**src/rtl/car_park_pkg.sv**
```systemverilog
`timescale 1ns/1ps
`default_nettype none
// ============================================================================
// Module      : car_park_pkg
// Description : Shared types and constants for the car park exit path.
// Revision    : 1.0 - initial release
// ============================================================================
package car_park_pkg;

    localparam int c_SPOT_W = 3;
    localparam int c_CODE_W = 8;

    typedef enum logic [2:0] {
        IDLE      = 3'd0,
        CODE_HI   = 3'd1,
        CODE_LO   = 3'd2,
        REQ       = 3'd3,
        WAIT_RESP = 3'd4,
        OPEN      = 3'd5,
        DENY      = 3'd6,
        LOCKOUT   = 3'd7
    } state_t;

    // Controller passcode for each spot: Fibonacci partial sums.
    function automatic logic [c_CODE_W-1:0] pass_code(input logic [c_SPOT_W-1:0] spot);
        logic [c_CODE_W-1:0] code;
        code = '0;
        case (spot)
            3'd1:    code = 8'h03;
            3'd2:    code = 8'h06;
            3'd3:    code = 8'h0B;
            3'd4:    code = 8'h13;
            3'd5:    code = 8'h20;
            3'd6:    code = 8'h35;
            3'd7:    code = 8'h57;
            default: code = 8'h00;
        endcase
        return code;
    endfunction

endpackage
`default_nettype wire

```
**src/rtl/exit_terminal_if.sv**
```systemverilog
`timescale 1ns/1ps
`default_nettype none
// ============================================================================
// Module      : exit_terminal_if
// Description : Keypad, controller handshake and status signals of the
//               exit terminal. master = terminal side.
// Revision    : 1.0 - initial release
// ============================================================================
interface exit_terminal_if;

    logic                            key_valid;
    logic [3:0]                      key_data;
    logic                            key_cancel;
    logic                            car_exit;
    logic [car_park_pkg::c_SPOT_W-1:0] exit_from;
    logic [car_park_pkg::c_CODE_W-1:0] exit_code;
    logic                            resp_ok;
    logic                            resp_fail;
    logic                            gate_open;
    logic                            deny_led;
    logic                            key_error;
    logic                            timeout;
    logic                            locked;
    logic [2:0]                      fail_count;
    logic                            busy;

    modport master (
        input  key_valid, key_data, key_cancel, resp_ok, resp_fail,
        output car_exit, exit_from, exit_code, gate_open, deny_led,
               key_error, timeout, locked, fail_count, busy
    );

    modport slave (
        output key_valid, key_data, key_cancel, resp_ok, resp_fail,
        input  car_exit, exit_from, exit_code, gate_open, deny_led,
               key_error, timeout, locked, fail_count, busy
    );

endinterface
`default_nettype wire

```
**src/rtl/exit_terminal_timer.sv**
```systemverilog
`timescale 1ns/1ps
`default_nettype none
// ============================================================================
// Module      : ex_timer
// Description : Loadable down-counter that holds at zero; done while zero.
// Revision    : 1.0 - initial release
// ============================================================================
module ex_timer #(
    parameter int WIDTH = 7
) (
    input  wire logic             clk,
    input  wire logic             rst,
    input  wire logic             i_load,
    input  wire logic [WIDTH-1:0] i_load_val,
    output logic                  o_done
);

    logic [WIDTH-1:0] r_count;

    always_ff @(posedge clk) begin
        if (rst) begin
            r_count <= '0;
        end else if (i_load) begin
            r_count <= i_load_val;
        end else if (r_count != '0) begin
            r_count <= r_count - 1'b1;
        end
    end

    assign o_done = (r_count == '0);

endmodule
`default_nettype wire

```
**src/rtl/exit_terminal.sv**
```systemverilog
`timescale 1ns/1ps
`default_nettype none
// ============================================================================
// Module      : exit_terminal
// Description : Keypad exit terminal: collects spot and passcode, requests
//               exit from the controller, opens the gate or counts failures.
// Revision    : 1.0 - initial release
// ============================================================================
module exit_terminal
    import car_park_pkg::*;
#(
    parameter int MAX_TRIES   = 3,
    parameter int LOCK_CYCLES = 64,
    parameter int GATE_CYCLES = 8,
    parameter int TIMEOUT     = 16
) (
    input  wire logic       enable,
    input  wire logic       gl_reset,
    exit_terminal_if.master bus
);

    localparam int c_TMR_MAX =
        (TIMEOUT > GATE_CYCLES) ?
            ((TIMEOUT > LOCK_CYCLES) ? TIMEOUT : LOCK_CYCLES) :
            ((GATE_CYCLES > LOCK_CYCLES) ? GATE_CYCLES : LOCK_CYCLES);
    localparam int c_TMR_W = $clog2(c_TMR_MAX) + 1;

    // Timer is loaded with duration-1 on entry; state exits when it reads zero.
    localparam logic [c_TMR_W-1:0] c_WAIT_LOAD = c_TMR_W'(TIMEOUT - 1);
    localparam logic [c_TMR_W-1:0] c_GATE_LOAD = c_TMR_W'(GATE_CYCLES - 1);
    localparam logic [c_TMR_W-1:0] c_LOCK_LOAD = c_TMR_W'(LOCK_CYCLES - 1);
    localparam logic [2:0]         c_MAX_FC    = 3'(MAX_TRIES);

    state_t                r_state;
    state_t                w_next;
    logic [c_SPOT_W-1:0]   r_exit_from;
    logic [c_CODE_W-1:0]   r_exit_code;
    logic [2:0]            r_fail_count;
    logic [2:0]            w_fc_next;
    logic [2:0]            w_fc_inc;
    logic                  r_key_error;
    logic                  r_timeout;
    logic                  w_timed_out;
    logic                  w_tmr_load;
    logic [c_TMR_W-1:0]    w_tmr_val;
    logic                  w_tmr_done;
    logic                  w_entry;
    logic                  w_cancel;
    logic                  w_key;
    logic                  w_spot_ok;

    assign w_entry   = (r_state == IDLE) || (r_state == CODE_HI) || (r_state == CODE_LO);
    assign w_cancel  = w_entry && bus.key_cancel;
    assign w_key     = w_entry && bus.key_valid && !bus.key_cancel;
    assign w_spot_ok = (bus.key_data[3] == 1'b0) && (bus.key_data[2:0] != 3'd0);
    assign w_fc_inc  = (r_fail_count < c_MAX_FC) ? (r_fail_count + 3'd1) : r_fail_count;

    ex_timer #(
        .WIDTH      (c_TMR_W)
    ) u_timer (
        .clk        (enable),
        .rst        (gl_reset),
        .i_load     (w_tmr_load),
        .i_load_val (w_tmr_val),
        .o_done     (w_tmr_done)
    );

    always_ff @(posedge enable) begin
        if (gl_reset) begin
            r_state <= IDLE;
        end else begin
            r_state <= w_next;
        end
    end

    always_comb begin
        w_next      = r_state;
        w_tmr_load  = 1'b0;
        w_tmr_val   = '0;
        w_fc_next   = r_fail_count;
        w_timed_out = 1'b0;
        case (r_state)
            IDLE: begin
                if (w_key && w_spot_ok) begin
                    w_next = CODE_HI;
                end
            end
            CODE_HI: begin
                if (w_cancel) begin
                    w_next = IDLE;
                end else if (w_key) begin
                    w_next = CODE_LO;
                end
            end
            CODE_LO: begin
                if (w_cancel) begin
                    w_next = IDLE;
                end else if (w_key) begin
                    w_next = REQ;
                end
            end
            REQ: begin
                w_next     = WAIT_RESP;
                w_tmr_load = 1'b1;
                w_tmr_val  = c_WAIT_LOAD;
            end
            WAIT_RESP: begin
                // A fail verdict overrides a simultaneous ok.
                if (bus.resp_fail) begin
                    w_next    = DENY;
                    w_fc_next = w_fc_inc;
                end else if (bus.resp_ok) begin
                    w_next     = OPEN;
                    w_fc_next  = 3'd0;
                    w_tmr_load = 1'b1;
                    w_tmr_val  = c_GATE_LOAD;
                end else if (w_tmr_done) begin
                    w_next      = DENY;
                    w_fc_next   = w_fc_inc;
                    w_timed_out = 1'b1;
                end
            end
            OPEN: begin
                if (w_tmr_done) begin
                    w_next = IDLE;
                end
            end
            DENY: begin
                if (r_fail_count == c_MAX_FC) begin
                    w_next     = LOCKOUT;
                    w_tmr_load = 1'b1;
                    w_tmr_val  = c_LOCK_LOAD;
                end else begin
                    w_next = IDLE;
                end
            end
            LOCKOUT: begin
                if (w_tmr_done) begin
                    w_next    = IDLE;
                    w_fc_next = 3'd0;
                end
            end
            default: begin
                w_next = IDLE;
            end
        endcase
    end

    always_ff @(posedge enable) begin
        if (gl_reset) begin
            r_exit_from  <= '0;
            r_exit_code  <= '0;
            r_fail_count <= '0;
            r_key_error  <= 1'b0;
            r_timeout    <= 1'b0;
        end else begin
            r_fail_count <= w_fc_next;
            r_timeout    <= w_timed_out;
            r_key_error  <= w_key && (r_state == IDLE) && !w_spot_ok;
            if (w_key && (r_state == IDLE) && w_spot_ok) begin
                r_exit_from <= bus.key_data[c_SPOT_W-1:0];
            end
            if (w_cancel) begin
                r_exit_code <= '0;
            end else if (w_key && (r_state == CODE_HI)) begin
                r_exit_code[7:4] <= bus.key_data;
            end else if (w_key && (r_state == CODE_LO)) begin
                r_exit_code[3:0] <= bus.key_data;
            end
        end
    end

    assign bus.car_exit   = (r_state == REQ);
    assign bus.exit_from  = r_exit_from;
    assign bus.exit_code  = r_exit_code;
    assign bus.gate_open  = (r_state == OPEN);
    assign bus.deny_led   = (r_state == DENY);
    assign bus.key_error  = r_key_error;
    assign bus.timeout    = r_timeout;
    assign bus.locked     = (r_state == LOCKOUT);
    assign bus.fail_count = r_fail_count;
    assign bus.busy       = (r_state != IDLE);

endmodule
`default_nettype wire

```
**src/flat_wrapper.sv**
```systemverilog
// flat-port wrapper written by rule: the top's interface ports become plain ports
module exit_terminal_flat import car_park_pkg::*;
#(
    parameter int MAX_TRIES   = 3,
    parameter int LOCK_CYCLES = 64,
    parameter int GATE_CYCLES = 8,
    parameter int TIMEOUT     = 16
)
  (enable, gl_reset, bus_key_valid, bus_key_data, bus_key_cancel, bus_resp_ok, bus_resp_fail, bus_car_exit, bus_exit_from, bus_exit_code, bus_gate_open, bus_deny_led, bus_key_error, bus_timeout, bus_locked, bus_fail_count, bus_busy);
  exit_terminal_if bus_i ();
  input  wire logic enable;
  input  wire logic gl_reset;
  input wire logic [$bits(bus_i.key_valid)-1:0] bus_key_valid;
  input wire logic [$bits(bus_i.key_data)-1:0] bus_key_data;
  input wire logic [$bits(bus_i.key_cancel)-1:0] bus_key_cancel;
  input wire logic [$bits(bus_i.resp_ok)-1:0] bus_resp_ok;
  input wire logic [$bits(bus_i.resp_fail)-1:0] bus_resp_fail;
  output wire logic [$bits(bus_i.car_exit)-1:0] bus_car_exit;
  output wire logic [$bits(bus_i.exit_from)-1:0] bus_exit_from;
  output wire logic [$bits(bus_i.exit_code)-1:0] bus_exit_code;
  output wire logic [$bits(bus_i.gate_open)-1:0] bus_gate_open;
  output wire logic [$bits(bus_i.deny_led)-1:0] bus_deny_led;
  output wire logic [$bits(bus_i.key_error)-1:0] bus_key_error;
  output wire logic [$bits(bus_i.timeout)-1:0] bus_timeout;
  output wire logic [$bits(bus_i.locked)-1:0] bus_locked;
  output wire logic [$bits(bus_i.fail_count)-1:0] bus_fail_count;
  output wire logic [$bits(bus_i.busy)-1:0] bus_busy;
  assign bus_i.key_valid = bus_key_valid;
  assign bus_i.key_data = bus_key_data;
  assign bus_i.key_cancel = bus_key_cancel;
  assign bus_i.resp_ok = bus_resp_ok;
  assign bus_i.resp_fail = bus_resp_fail;
  assign bus_car_exit = bus_i.car_exit;
  assign bus_exit_from = bus_i.exit_from;
  assign bus_exit_code = bus_i.exit_code;
  assign bus_gate_open = bus_i.gate_open;
  assign bus_deny_led = bus_i.deny_led;
  assign bus_key_error = bus_i.key_error;
  assign bus_timeout = bus_i.timeout;
  assign bus_locked = bus_i.locked;
  assign bus_fail_count = bus_i.fail_count;
  assign bus_busy = bus_i.busy;
  exit_terminal #(.MAX_TRIES(MAX_TRIES), .LOCK_CYCLES(LOCK_CYCLES), .GATE_CYCLES(GATE_CYCLES), .TIMEOUT(TIMEOUT)) u_core (.enable(enable), .gl_reset(gl_reset), .bus(bus_i));
endmodule
```
**config.mk**
```make
export PLATFORM = sky130hd
export DESIGN_NAME = exit_terminal_flat
export DESIGN_NICKNAME = d
export VERILOG_FILES = /design/src/rtl/car_park_pkg.sv /design/src/rtl/exit_terminal_if.sv /design/src/rtl/exit_terminal_timer.sv /design/src/rtl/exit_terminal.sv /design/src/flat_wrapper.sv
export SDC_FILE = /design/constraint.sdc
export NUM_CORES = 1
export LEC_CHECK = 0
export BUFFER_PORTS_ARGS = -buffer_cell sky130_fd_sc_hd__buf_2
export CAP_MARGIN = 20
export CORE_MARGIN = 10
export CORE_UTILIZATION = 48
export DETAILED_ROUTE_END_ITERATION = 6
export HOLD_SLACK_MARGIN = 0.08
export MAX_ROUTING_LAYER = met4
export PLACE_DENSITY = 0.84
export SYNTH_ARGS = -nofsm -noshare
export SYNTH_HDL_FRONTEND = slang
export SYNTH_SLANG_ARGS = --single-unit
```
**constraint.sdc**
```tcl
create_clock -name enable -period 1.79 [get_ports enable]
set_clock_uncertainty 0.1 [all_clocks]
set_input_delay 0.358 -clock enable [delete_from_list [all_inputs] [get_ports enable]]
set_output_delay 0.358 -clock enable [all_outputs]
set_load 0.01 [all_outputs]
```
==> results.yml, run 1 <==
run_status:
  status: "finished, violations left"
  violations: "setup timing"
timing:
  max_slew.worst_pin.slew_ns: 0.479
  finalWorstSetupSlack_ns: -0.00276
  hold_ws_ns: 0.219
  post-route-period-util_pct: 100
  slew_violations: 0
  max_slew_margin_pct: 67.8
  setup_viol: 1
  rsz0062_at_grt: "yes"
  hold_violations: 0
  fin_crit_ns: 1.79
  fmax_ghz: 0.558
grt:
  overflow: 0
  antenna_found_initial: 0
  grt_pass1_vias: 1439
  grt_usage_pct: 14.9
  top_usage_layer: "met2"
  grt_start_max_net_pins: 16
  use_met3_pct: 3.19
  globalRouteMet1Util_pct: 16.9
  grt_pass1_wl_mm: 6.53
  met2_usage_pct: 24.4
pwr:
  p_leak_nw: 0.854
  ir_drop_uv: 1010
  seq_power_share_pct: 34.5
  switching_share_pct: 37.9
  power_frac_comb_pct: 47.4
  cellPowerDensity_nw_per_um2: 1210
  internal-power_mw: 1.41
  pwr-share-clk_pct: 18.1
  p_sw_mw: 0.860
worst_setup_path:
  crit_cells: 6
  crit_fanout: 5
  crit_path_max_incr_delay_ns: 0.43
  required_ns: 1.92
  start_kind: "flip-flop"
  worstSetupEndpointType: "flip-flop"
  worst_path_max_delay_cell: "or3b_4"
  worstPathCellList: "inv_2 > ha_4 > or3b_4 > o221ai_2 > a21oi_1 > a311oi_1"
  crit_family: "compound AO/OA/AOI/OAI gates"
  crit_type: "reg2reg"
  crit_arrival_ns: 1.92
  path_buf_inv: 1
  reg2regPathDepth: 6
die:
  io_pins: 31
  fp.coreArea_um2: 2780
  fp.dieH_um: 74.1
  rows: 19
  fp.dieW_um: 74.1
  initial_core_util_pct: 50.5
  dieArea_um2: 5490
clock_network:
  root_buffer: "clkbuf_4"
  cts_tree: "done"
  h-tree-depth: 1
  clock_latency_ns: 0.33
  clk_pin_slew_worst_paths_ns: 0.15
  clk_path_buf_depth: 2
  clock_sinks: 26
  cts-buffers-inserted: 3
hold_path:
  whs_path_depth: 3
  hp-class: "in2reg"
synthesis:
  synth_warnings: 0
  synth_area_um2: 1400
  async_flop_share_pct: 0
  synth-edff-count: 0
  ys_seq_area_share_pct: 37.1
  synth_nets: 172
  ys_types: 50
  synth_top_flop_cell: "dfxtp_1"
  syn_avg_cell_area_um2: 8.83
  synthCells: 159
  ys_ff_latch: 26
drt:
  final_antenna_net_count: 0
  drt_iter0_drc: 118
  drc: 0
  dr.pass1.iters: 5
  avgViaCountPerCell: 6.16
  wire_per_inst_um: 17.8
  wirelength_mm: 4.21
  via_count: 1460
placed_design:
  dp_hpwl_mm: 3.06
  pre_cts_ws_ns: -0.0630
  globalplace.congestion: 0.909
  numPortBuffers: 30
final_layout:
  num_antenna_cells: 0
  nFillCells: 216
  final_core_util_pct: 67.3
  drive_gt1_share_pct: 37.9
  syn_to_final_growth_pct: 33.2
  final_nets: 220
run:
  maxCapViolations: 0
==> flip-flops by register name, indices dropped and copies added, names as in the netlist <==
signal / count
u_core.bus.exit_code: 8
u_core.bus.exit_from: 3
u_core.bus.fail_count: 3
u_core.bus.key_error: 1
u_core.bus.timeout: 1
u_core.r_state: 3
u_core.u_timer.r_count: 7
==> layout by cell type (no fill, tap or decap), types with 2 or more instances in the layout <==
master and n:
inv_1 4, clkbuf_4 3, nor3_1 6, nor2_1 17, o41ai_2 2, a211oi_1 2
dfxtp_4 2, nand2b_1 4, mux2i_1 11, buf_2 29, nor2b_1 4, dfxtp_1 22
o21ai_0 2, buf_4 19, buf_6 2, a31oi_1 2, o211ai_1 2, xnor2_1 4
inv_2 2, ha_1 2, a21oi_1 11, a21boi_0 2, and3_1 2, nand2_1 7
dfxtp_2 2, nor4_1 2, or3_1 2
==> kinds of logic after synthesis <==
logic type | share of synthesized area, %
buffers and inverters | 4.19
AOI/OAI and AO/OA | 19.6
and+or+nand+nor | 25.5
xor gates and xnor gates | 3.12
adders and majority gates | 2.67
DFF | 37.1
muxes | 7.84
==> layout make-up <==
cell class,instances,area [µm²],share of cell area [%]
Multi-Input combinational cell,120,916,49.0
Inverter,6,22.5,1.20
Tap cell,31,38.8,2.07
Clock buffer,3,22.5,1.20
Sequential cell,26,531,28.4
Clock inverter,1,30.0,1.61
Timing Repair Buffer,50,310,16.6
==> per-layer routing <==
metal / part of all wire [%] / vias up
met5: 0 / -
met4: 2.6 / 0
met3: 6.4 / 17
met2: 50 / 70
met1: 41 / 697
li1: - / 676
==> synth_stat cells, types with 3 or more instances <==
cell | instances | area (µm²)
a21oi_1 | 12 | 60.1
clkbuf_1 | 4 | 15.0
dfxtp_1 | 26 | 521
ha_1 | 3 | 37.5
inv_1 | 6 | 22.5
mux2i_1 | 11 | 110
nand2_1 | 8 | 30.0
nand2b_1 | 4 | 25.0
nor2_1 | 19 | 71.3
nor2b_1 | 5 | 31.3
nor3_1 | 6 | 30.0
o21ai_0 | 3 | 15.0
o41ai_1 | 3 | 26.3
xnor2_1 | 4 | 35.0
==> power by group through the flow <==
stage	clock [mW]	combinational (mW)	sequential (mW)
3_5_place_dp	0	0.841	0.769
3_3_place_gp	0	0.802	0.763
2_1_floorplan	0	0.614	0.741
6_report	0.411	1.07	0.784
4_1_cts	0.418	0.952	0.769
5_1_grt	0.431	1.16	0.794
==> per-stage QoR <==
step           total power [mW]  cells  TNS [ns]  instance area, µm²
2_1_floorplan              1.35    159         0                1410
5_1_grt                    2.39    237    -0.395                1870
3_5_place_dp               1.61    229   -0.0641                1680
4_1_cts                    2.14    234   -0.0172                1800
3_3_place_gp               1.57    229         0                1680
6_report                   2.27    237  -0.00276                1870
==> repair_timing <==
action	4_1_cts	5_1_grt
endpoints found under the hold margin	0	0
gates resized for setup	15	13
setup buffers	1	3
pin swaps	3	6
endpoints found under the setup margin	9	11
hold buffers	0	0
==> path summary, 6_finish.rpt <==
path                                               start                                   end  slack (ns)
setup / recovery  u_core.u_timer.r_count[1]$_SDFFE_PP0P_        u_core.r_state[1]$_SDFFE_PP0P_      -0.003
hold / removal                           bus_key_data[2]  u_core.bus.exit_code[2]$_SDFFE_PP0P_        0.22
setup reg to reg  u_core.u_timer.r_count[1]$_SDFFE_PP0P_        u_core.r_state[1]$_SDFFE_PP0P_      -0.003
hold reg to reg     u_core.bus.exit_code[2]$_SDFFE_PP0P_  u_core.bus.exit_code[2]$_SDFFE_PP0P_        0.41
==> worst register-to-register path: cells and delay by family (launching register included) <==
kind | cells | cell delay [ns]
DFF | 1 | 0.35
AOI/OAI and AO/OA | 3 | 0.61
and+or+nand+nor | 1 | 0.43
adders and majority gates | 1 | 0.14
buffers and inverters | 1 | 0.07
Power figures use the tool's default switching activity.
==> run 2: changes to the inputs <==
- PLACE_DENSITY: 0.84 -> 0.75
==> run 2 against run 1 <==
Against the previous run: the run still ends with setup timing left; global-route usage decreased by 0.46 points; via count shrank 4.1%; setup slack worse by 0.024 ns; sequential share of layout area is 0.31 points higher; final area is 0.60% lower; non-clock buffer count is 2 higher; register-to-register slack worse by 0.02 ns; cell count rose by 0.84%; hold slack lost 0.0016 ns; clock-buffer cell count did not move; critical endpoint unchanged; highest routed layer unchanged.
==> results.yml, run 2 (synthesis results as in run 1) <==
clock_network:
  clock_latency_ns: 0.33
  clock_sinks: 26
  cts-buffers-inserted: 3
  h-tree-depth: 1
  cts_tree: "done"
  root_buffer: "clkbuf_4"
  clk_path_buf_depth: 2
  clk_pin_slew_worst_paths_ns: 0.14
final_layout:
  regArea_um2: 533
  largest_reg_flops: 8
  multi_input_comb_area_um2: 887
  layout_common_cells: "buf_2 (29), dfxtp_1 (22), buf_4 (21)"
  nFillCells: 212
  final_core_util_pct: 66.8
  syn_to_final_growth_pct: 32.4
  drive_gt1_share_pct: 37.0
  num_antenna_cells: 0
  final_nets: 222
  final_common_cell: "buf_2"
die:
  fp.coreArea_um2: 2780
  dieArea_um2: 5490
  rows: 19
  initial_core_util_pct: 50.5
  fp.dieW_um: 74.1
  fp.dieH_um: 74.1
  io_pins: 31
worst_setup_path:
  path_buf_inv: 1
  crit_path_max_incr_delay_ns: 0.42
  worstSetupEndpointType: "flip-flop"
  required_ns: 1.94
  crit_arrival_ns: 1.97
  crit_family: "compound AO/OA/AOI/OAI gates"
  worstPathCellList: "inv_2 > ha_2 > or3b_4 > o221ai_1 > a21oi_1 > a311oi_1"
  crit_fanout: 4
  crit_type: "reg2reg"
  worst_path_max_delay_cell: "or3b_4"
  start_kind: "flip-flop"
timing:
  max_slew_margin_pct: 78.1
  fin_setup_tns_ns: -0.0405
  rsz0062_at_grt: "yes"
  fmax_ghz: 0.550
  finalWorstSetupSlack_ns: -0.0271
  max_slew.worst_pin.slew_ns: 0.325
  post-route-period-util_pct: 102
  slew_violations: 0
  setup_viol: 2
  fin_crit_ns: 1.82
  hold_violations: 0
grt:
  grt_pass1_wl_mm: 6.22
  grt_start_max_net_pins: 16
  grt_pass1_vias: 1353
  grt_usage_pct: 14.4
  antenna_found_initial: 0
  overflow: 0
placed_design:
  globalplace.congestion: 0.820
  numPortBuffers: 30
  dp_hpwl_mm: 2.95
  pre_cts_ws_ns: -0.0407
drt:
  wire_per_inst_um: 16.3
  drt_iter0_drc: 84
  via_count: 1400
  wirelength_mm: 3.90
  dr.pass1.iters: 4
  drc: 0
  final_antenna_net_count: 0
  avgViaCountPerCell: 5.86
pwr:
  seq_power_share_pct: 35.0
  pwr-share-clk_pct: 18.4
  cellPowerDensity_nw_per_um2: 1180
  ir_drop_uv: 930
  p_sw_mw: 0.810
  internal-power_mw: 1.39
  power_frac_comb_pct: 46.6
  power_mw: 2.20
  p_leak_nw: 0.848
  switching_share_pct: 36.8
run_status:
  status: "finished, violations left"
  violations: "setup timing"
hold_path:
  hp-class: "in2reg"
run:
  maxCapViolations: 0
==> run 2: path summary, 6_finish.rpt <==
path                                                from  cells after the start                                    to  slack, ns
hold reg to reg     u_core.bus.exit_code[1]$_SDFFE_PP0P_                      2  u_core.bus.exit_code[1]$_SDFFE_PP0P_       0.41
setup reg to reg  u_core.u_timer.r_count[0]$_SDFFE_PP0P_                      6        u_core.r_state[1]$_SDFFE_PP0P_      -0.03
hold / removal                           bus_key_data[1]                      3  u_core.bus.exit_code[1]$_SDFFE_PP0P_       0.22
setup / recovery  u_core.u_timer.r_count[0]$_SDFFE_PP0P_                      6        u_core.r_state[1]$_SDFFE_PP0P_      -0.03
==> run 2: tightest hold or removal path: cells and delay by family <==
family	cells	cell delay (ns)
multiplexers	1	0.07
buffers and inverters	1	0.12
AND/OR/NAND/NOR	1	0.07
==> run 2: metrics by stage <==
stage / std cells / area [µm²] / hold slack [ns]
6_report: 239 / 1860 / 0.217
5_1_grt: 239 / 1860 / 0.226
4_1_cts: 237 / 1810 / 0.212
3_5_place_dp: 231 / 1690 / 0.380
3_3_place_gp: 231 / 1690 / 0.370
2_1_floorplan: 159 / 1410 / 0.352
==> run 2: routing by layer <==
metal | track usage [%] | vias to the layer above | share of wire, % | routed length (µm)
li1 | - | 680 | - | -
met5 | - | - | 0 | 0
met1 | 16.8 | 653 | 42 | 1620
met4 | 7.04 | 0 | 2.3 | 89
met3 | 3.19 | 11 | 6.9 | 269
met2 | 22.8 | 56 | 49 | 1920
==> run 2: layout make-up <==
cell class	instances	share of cell area [%]
Multi-Input combinational cell	120	47.7
Sequential cell	26	28.7
Timing Repair Buffer	52	17.5
Tap cell	31	2.09
Clock inverter	1	1.62
Clock buffer	3	1.21
Inverter	6	1.21
==> run 2: power by group through the flow <==
stage                     combinational, mW  sequential, mW  clock [mW]
after floorplan                       0.614           0.741           0
after global placement                0.864           0.763           0
after detailed placement              0.898           0.770           0
after CTS                             0.975           0.762       0.414
after global routing                   1.10           0.785       0.434
final                                  1.03           0.771       0.405
==> run 2: repair_timing <==
| action | 4_1_cts | 5_1_grt |
|---|---|---|
| buffers inserted | 2 | 2 |
| gates resized for setup | 15 | 10 |
| endpoints found under the setup margin | 11 | 11 |
| hold buffers | 0 | 0 |
| pin swaps | 2 | 3 |
==> run 3: changes to the inputs <==
- CELL_PAD_IN_SITES_DETAIL_PLACEMENT: default -> 1
- CELL_PAD_IN_SITES_GLOBAL_PLACEMENT: default -> 2
- CORE_UTILIZATION: 48 -> 28
- PLACE_DENSITY: 0.75 -> default
- PLACE_DENSITY_LB_ADDON: default -> 0.1
==> run 3 against run 2 <==
Against the previous run: the flow now finishes without violations; global-route usage shrank 2.7 points; hold slack improved by 0.067 ns; core utilization shrank 24 points; final area increased by 11%; clock-buffer cell count unchanged; combinational power up 20%; total power grew 14%; register-to-register slack improved by 0.08 ns; sequential power up 1%; routed wire length grew 21%; critical path type unchanged; largest power group unchanged; highest routed layer unchanged.
==> results.yml, run 3 (synthesis results as in run 1) <==
grt:
  grt_pass1_wl_mm: 7.98
  grt_usage_pct: 11.7
  grt_start_max_net_pins: 17
  overflow: 0
  grt_pass1_vias: 1617
  antenna_found_initial: 0
timing:
  post-route-period-util_pct: 96.9
  fin_crit_ns: 1.73
  hold_violations: 0
  finalWorstSetupSlack_ns: 0.0553
  slew_violations: 0
  max_slew_margin_pct: 74.0
  max_slew.worst_pin.slew_ns: 0.387
  fmax_ghz: 0.576
  setup_viol: 0
final_layout:
  layout_common_cells: "buf_2 (30), buf_4 (30), dfxtp_1 (21)"
  drive_gt1_share_pct: 44.2
  largest_reg_flops: 8
  finalNonFillerCells: 284
  final_nets: 231
  nFillCells: 570
  syn_to_final_growth_pct: 46.5
  num_antenna_cells: 0
clock_network:
  clk_path_buf_depth: 2
  root_buffer: "clkbuf_8"
  clk_pin_slew_worst_paths_ns: 0.09
  clock_sinks: 26
  clock_latency_ns: 0.27
  cts-buffers-inserted: 3
  h-tree-depth: 1
  cts_tree: "done"
die:
  fp.dieW_um: 90.8
  rows: 25
  io_pins: 31
  fp.dieH_um: 90.8
  initial_core_util_pct: 29.3
  fp.coreArea_um2: 4790
  dieArea_um2: 8250
hold_path:
  hp-class: "in2reg"
  whs_path_depth: 3
worst_setup_path:
  crit_arrival_ns: 1.81
  reg2regPathDepth: 6
  reg2reg_slack_ns: 0.06
  worstSetupEndpointType: "flip-flop"
  crit_type: "reg2reg"
  required_ns: 1.87
  crit_fanout: 4
  start_kind: "flip-flop"
drt:
  drt_iter0_drc: 30
  wire_per_inst_um: 16.6
  drc: 0
  final_antenna_net_count: 0
  wirelength_mm: 4.72
  avgViaCountPerCell: 4.96
  via_count: 1410
  dr.pass1.iters: 4
pwr:
  switching_share_pct: 37.6
  pwr-share-clk_pct: 19.7
  p_sw_mw: 0.947
  seq_power_share_pct: 31.0
  p_leak_nw: 0.926
  power_mw: 2.52
  ir_drop_uv: 451
  cellPowerDensity_nw_per_um2: 1220
  power_frac_comb_pct: 49.4
  internal-power_mw: 1.57
placed_design:
  pre_cts_ws_ns: -0.111
  globalplace.congestion: 0.835
  place_inst: 277
  numPortBuffers: 30
  dp_hpwl_mm: 3.73
run_status:
  status: "complete, no violations"
run:
  maxCapViolations: 0
run 3: area by class of cell:
type                    count  area, µm²  share of cell area, %
repair buffers             61        395                   19.2
flip-flops and latches     26        532                   25.9
well taps                  67       83.8                   4.08
clock inverters             1       30.0                   1.46
clock buffers               3       41.3                   2.01
multi-input cells         120        950                   46.2
inverters                   6       25.0                   1.22
run 3: power groups by stage:
| stage | clock network [mW] | logic, mW | registers, mW |
|---|---|---|---|
| after floorplan | 0 | 0.614 | 0.741 |
| after detailed placement | 0 | 1.04 | 0.770 |
| after global routing | 0.533 | 1.37 | 0.794 |
| after CTS | 0.508 | 1.17 | 0.771 |
| after global placement | 0 | 1.01 | 0.764 |
| final | 0.495 | 1.24 | 0.779 |
run 3: path summary, 6_finish.rpt:
path	start	end
min reg2reg	u_core.u_timer.r_count[6]$_SDFFE_PP0P_	u_core.u_timer.r_count[6]$_SDFFE_PP0P_
max	u_core.u_timer.r_count[0]$_SDFFE_PP0P_	u_core.bus.fail_count[0]$_SDFFE_PP0P_
max reg2reg	u_core.u_timer.r_count[0]$_SDFFE_PP0P_	u_core.bus.fail_count[0]$_SDFFE_PP0P_
min	bus_key_data[2]	u_core.bus.exit_code[2]$_SDFFE_PP0P_
run 3: stage by stage:
stage / area (µm²) / hold WS [ns] / util [%] / TNS [ns]
global placement: 1810 / 0.373 / 37.9 / -0.0481
global route: 2060 / 0.301 / 43.0 / -0.00106
finish: 2060 / 0.284 / 43.0 / 0
detailed placement: 1810 / 0.390 / 37.9 / -0.453
floorplan: 1410 / 0.352 / - / 0
CTS: 1960 / 0.285 / 41.0 / 0
run 3: critical path, cell delays in order (launching register included):
cell and delay, ns:
dfxtp_2 0.35, inv_4 0.06, ha_4 0.14, or3b_4 0.44, o32ai_4 0.28, a21oi_2 0.11
and3b_1 0.17
run 3: timing repair:
action / CTS / global route
pin swaps: 0 / 9
gates resized for setup: 20 / 18
endpoints found under the setup margin: 13 / 12
cloned: 0 / 0
buffers inserted: 0 / 3
hold buffers: 0 / 0
run 3: per-layer routing:
metal / wire length [µm] / track usage, %
met5: 0 / -
met4: 48 / 3.39
met3: 121 / 1.83
met2: 2430 / 20.3
met1: 2120 / 13.7
